--- src/rtl/pot_scan_sched.sv ---
// pot_scan_sched: round-robin A2D sweep of the six EQ slide pots.
// clk/rst_n/en in; strt_cnv/chnnl to A2D, cnv_cmplt/res from it;
// six 12-bit pot regs, pots_vld, sweep_done, tmo_err out.
module pot_scan_sched #(
  parameter int GAP_CYCLES     = 16,
  parameter int TIMEOUT_CYCLES = 4096
) (
  input  logic        clk,
  input  logic        rst_n,
  input  logic        en,
  output logic        strt_cnv,
  output logic [2:0]  chnnl,
  input  logic        cnv_cmplt,
  input  logic [11:0] res,
  output logic [11:0] LP_pot,
  output logic [11:0] B1_pot,
  output logic [11:0] B2_pot,
  output logic [11:0] B3_pot,
  output logic [11:0] HP_pot,
  output logic [11:0] volume,
  output logic        pots_vld,
  output logic        sweep_done,
  output logic        tmo_err
);

  localparam int TW =
    (TIMEOUT_CYCLES > 1) ? $clog2(TIMEOUT_CYCLES) : 1;
  localparam int GW = $clog2(GAP_CYCLES + 1);

  localparam logic [TW-1:0] TMO_LAST =
    TW'(TIMEOUT_CYCLES - 1);
  localparam logic [GW-1:0] GAP_LOAD = GW'(GAP_CYCLES);

  typedef enum logic [1:0] {
    IDLE,
    START,
    WAIT,
    GAP
  } state_t;

  state_t        state;
  logic [2:0]    slot;
  logic [2:0]    slot_nxt;
  logic [TW-1:0] tmo_cnt;
  logic [GW-1:0] gap_cnt;
  logic [5:0]    capt;
  logic [5:0]    capt_nxt;
  logic          tmo_hit;
  logic [11:0]   pot_q [6];

  function automatic logic [2:0] chan_of(
    input logic [2:0] s
  );
    logic [2:0] c;
    c = 3'd1;
    unique case (s)
      3'd0:    c = 3'd1;
      3'd1:    c = 3'd0;
      3'd2:    c = 3'd4;
      3'd3:    c = 3'd2;
      3'd4:    c = 3'd3;
      3'd5:    c = 3'd7;
      default: c = 3'd1;
    endcase
    return c;
  endfunction

  assign slot_nxt = (slot == 3'd5) ? 3'd0 : slot + 3'd1;
  assign capt_nxt = capt | (6'd1 << slot);
  assign tmo_hit  = (tmo_cnt == TMO_LAST);

  assign LP_pot = pot_q[0];
  assign B1_pot = pot_q[1];
  assign B2_pot = pot_q[2];
  assign B3_pot = pot_q[3];
  assign HP_pot = pot_q[4];
  assign volume = pot_q[5];

  always_ff @(posedge clk) begin
    if (!rst_n) begin
      state      <= IDLE;
      slot       <= 3'd0;
      chnnl      <= 3'd1;
      strt_cnv   <= 1'b0;
      tmo_cnt    <= '0;
      gap_cnt    <= '0;
      capt       <= '0;
      pots_vld   <= 1'b0;
      sweep_done <= 1'b0;
      tmo_err    <= 1'b0;
      for (int i = 0; i < 6; i++) begin
        pot_q[i] <= '0;
      end
    end else begin
      strt_cnv   <= 1'b0;
      sweep_done <= 1'b0;
      unique case (state)
        IDLE: begin
          if (en) begin
            state    <= START;
            strt_cnv <= 1'b1;
          end
        end
        START: begin
          state   <= WAIT;
          tmo_cnt <= '0;
        end
        WAIT: begin
          // completion wins over a same-cycle timeout
          if (cnv_cmplt || tmo_hit) begin
            if (cnv_cmplt) begin
              for (int i = 0; i < 6; i++) begin
                if (slot == 3'(i)) begin
                  pot_q[i] <= res;
                end
              end
              capt     <= capt_nxt;
              pots_vld <= &capt_nxt;
            end else begin
              tmo_err <= 1'b1;
            end
            slot       <= slot_nxt;
            chnnl      <= chan_of(slot_nxt);
            gap_cnt    <= GAP_LOAD;
            sweep_done <= (slot == 3'd5);
            state      <= GAP;
          end else begin
            tmo_cnt <= tmo_cnt + TW'(1);
          end
        end
        GAP: begin
          // counts GAP_CYCLES down to zero inclusive, so the
          // next request lands GAP_CYCLES+1 clocks after done
          if (gap_cnt == '0) begin
            if (en) begin
              state    <= START;
              strt_cnv <= 1'b1;
            end else begin
              state <= IDLE;
            end
          end else begin
            gap_cnt <= gap_cnt - GW'(1);
          end
        end
        default: state <= IDLE;
      endcase
    end
  end

endmodule

--- config.mk ---
export PLATFORM = sky130hd
export DESIGN_NAME = pot_scan_sched
export DESIGN_NICKNAME = d
export VERILOG_FILES = /design/src/rtl/pot_scan_sched.sv
export SDC_FILE = /design/constraint.sdc
export NUM_CORES = 1
export LEC_CHECK = 0
export BUFFER_PORTS_ARGS = -buffer_cell sky130_fd_sc_hd__buf_2
export CAP_MARGIN = 20
export CELL_PAD_IN_SITES_DETAIL_PLACEMENT = 0
export CELL_PAD_IN_SITES_GLOBAL_PLACEMENT = 1
export CORE_MARGIN = 5
export CORE_UTILIZATION = 46
export CTS_CLUSTER_DIAMETER = 40
export DETAILED_ROUTE_END_ITERATION = 12
export PLACE_DENSITY = 0.88
export SYNTH_ARGS = -nofsm -noshare
export SYNTH_HDL_FRONTEND = slang
export SYNTH_SLANG_ARGS = --single-unit
--- constraint.sdc ---
create_clock -name clk -period 7.07 [get_ports clk]
set_input_delay 1.0605 -clock clk [delete_from_list [all_inputs] [get_ports clk]]
set_output_delay 1.0605 -clock clk [all_outputs]
set_load 0.05 [all_outputs]
==> impl_metrics.py <==
metrics = {
    "outcome": {
        "outcome": "completed",
    },
    "cts": {
        "htreeDepth": 3,
        "cts_made_buffers": 9,
        "cts_tree": "done",
        "cts_root_buf": "clkbuf_8",
        "cts_max_path_buffers": 2,
        "ctsHoldBuffers": 0,
        "post_cts_buffers": 0,
        "cts.sinks": 107,
        "clk_latency_ns": 0.36,
        "cts_resized": 0,
        "path_clk_slew_ns": 0.10,
    },
    "pwr": {
        "p_sw_mw": 0.478,
        "p_leak_nw": 2.21,
        "switching_share_pct": 32.3,
        "clkPwrFrac_pct": 27.9,
        "max-vdd-ir-drop_mv": 0.142,
        "p_comb_share_pct": 22.4,
        "pwr_density_cell_nw_per_um2": 270,
        "seq_power_share_pct": 49.7,
        "power.internal_mw": 1.00,
    },
    "logic_synthesis": {
        "async_flop_share_pct": 0,
        "syn-cell-area_sq_um": 4600,
        "synthCells": 383,
        "synthFlopType": "edfxtp_1",
        "synth_area_leader_cell": "edfxtp_1",
        "synth-compound-area-share_pct": 12.2,
        "ys_warn_count": 0,
        "synth-edff-count": 72,
        "synth_top_area_share_pct": 47.0,
        "synthDistinctLibCells": 51,
        "yosysSeqAreaShare_pct": 62.2,
        "synth_top_family_by_area": "simple AND/OR/NAND/NOR gates",
        "synthMuxAreaShare_pct": 0.435,
        "syn-num-nets": 408,
        "synthAdderAreaFrac_pct": 2.45,
        "postSynthAreaPerCell_sq_um": 12.0,
        "synth_area_leaders": "edfxtp_1 (47%), dfxtp_1 (15%), and2_1 (10%)",
        "ys_ff_latch": 107,
        "yosys.area_share.xor_xnor_pct": 0,
        "synth-simple-area-share_pct": 20.2,
    },
    "cells_and_area": {
        "ff_latch_area_sq_um": 2860,
        "fillers": 848,
        "fin_nets": 503,
        "final_util_pct": 55.9,
        "area_growth_pct": 18.6,
        "multi_input_area_sq_um": 1640,
        "diodes": 0,
        "final_cell_area_sq_um": 5460,
        "drive_above_1_share_pct": 26.1,
    },
    "critical_path": {
        "critPathArrivalTime_ns": 2.96,
        "critPathKind": "input pin to flip-flop",
        "r2r_cells": 5,
        "cp-start-kind": "input pin",
        "critPathCaptureType": "flip-flop",
        "crit_fanout": 30,
        "critPathRequiredTime_ns": 7.31,
    },
    "route": {
        "drc": 0,
        "dr.pass1.iters": 4,
        "initialDrtViolationCount": 175,
        "via_per_inst": 5.37,
        "wl_um": 10500,
        "vias": 3301,
        "final_antenna_net_count": 0,
        "wl_per_cell_um": 17.1,
    },
    "floorplanning": {
        "die_w_um": 110,
        "design.die.area_sq_um": 12100,
        "core_sq_um": 9770,
        "die_h_um": 110,
        "pin_count": 95,
        "num_rows": 36,
        "initial_core_util_pct": 47.1,
    },
    "timing": {
        "period_share_pct": 38.5,
        "finalSetupViolCount": 0,
        "slew_violations": 0,
        "finalClockSkew_ns": 0.0120,
        "max_clock_freq_mhz": 367,
        "slew_headroom_pct": 28.1,
        "setup_tns_ns": 0,
        "tightest_slew_ns": 1.07,
        "period_needed_ns": 2.73,
        "rsz0062_at_grt": "false",
        "hold_viol_final": 0,
        "finalHoldWorstSlack_ns": 0.458,
    },
    "grt": {
        "grt_max_degree": 31,
        "antenna_found_initial": 0,
        "grt_usage_pct": 17.8,
        "overflow": 0,
        "grt_pass1_vias": 3170,
        "grt_pass1_wl_um": 16300,
    },
    "placed_design": {
        "dpl.hpwl_um": 7650,
        "place.gp.congestion": 0.844,
        "port_buffers": 94,
        "place_area_sq_um": 5230,
    },
    "hold_path": {
        "hold_class": "flip-flop to flip-flop",
        "whs_path_depth": 1,
    },
    "flow_run": {
        "drv_cap": 0,
    },
}
## Yosys cell counts (6+ instances only)
cell / instances
dfxtp_1: 35
o21ai_0: 11
a21oi_1: 17
ha_1: 9
and2_1: 74
clkbuf_1: 15
nand2_1: 19
nor2_1: 13
nand2b_1: 6
a21o_1: 7
inv_1: 13
nand3_1: 9
edfxtp_1: 72
o31ai_1: 6
## cell families after synthesis
family / Yosys count
AND/OR/NAND/NOR: 158
flip-flops: 107
AO/OA/AOI/OAI: 77
buffers and inverters: 30
adder cells (fa/ha/maj): 9
multiplexers: 2
## sequential cells by signal (all words and copies together) (netlist names)
name,flops
pot_q,72
tmo_cnt,12
capt,6
gap_cnt,5
chnnl,3
slot,3
state,2
pots_vld,1
strt_cnv,1
sweep_done,1
tmo_err,1
## routing by layer
metal | GRT usage, % | wire length (um) | up-vias
li1 | - | - | 1593
met4 | 6.77 | 172 | 0
met3 | 2.85 | 759 | 12
met2 | 29.6 | 5140 | 115
met1 | 23.5 | 4440 | 1581
met5 | 0 | 0 | -
## power groups by stage
stage	clock [mW]	combinational, mW	sequential (mW)
2_1_floorplan	0	0.155	0.837
6_report	0.413	0.330	0.735
5_1_grt	0.450	0.356	0.740
4_1_cts	0.422	0.331	0.735
3_5_place_dp	0	0.331	0.749
3_3_place_gp	0	0.324	0.748
## worst paths after layout
path,to,slack (ns),startpoint
max,pot_q[2][3],4.34,rst_n
min,capt[1],0.46,capt[1]
max reg2reg,pot_q[2][3],4.43,state[0]
min reg2reg,capt[1],0.46,capt[1]
## area by class of cell
type	instances	area share (%)
Tap cell	133	3.05
Sequential cell	107	52.4
Multi-Input combinational cell	246	30.1
Timing Repair Buffer	101	9.57
Clock buffer	9	2.27
Inverter	13	0.893
Clock inverter	6	1.76
## worst max-delay path: stages
cell and delay, ns:
buf_2 0.43, nand3_1 0.32, nor3_1 0.90, and2_1 0.24
## per-stage QoR
| step | setup WS, ns | cells | total power [mW] |
|---|---|---|---|
| 2_1_floorplan | 4.14 | 383 | 0.993 |
| 6_report | 4.34 | 615 | 1.48 |
| 3_3_place_gp | 3.93 | 596 | 1.07 |
| 5_1_grt | 4.17 | 615 | 1.55 |
| 3_5_place_dp | 3.95 | 598 | 1.08 |
| 4_1_cts | 4.32 | 613 | 1.49 |
## cell usage in the layout, fill, tap and decap left out, types with 9 or more instances in the layout
cell and n:
and2_1 74, clkbuf_8 9, a21oi_1 17, buf_2 94, edfxtp_1 72, nand2_1 19, dfxtp_1 35, nand3_1 9
nor2_1 13, inv_1 13, ha_1 9
(Power assumes the default switching activity.)
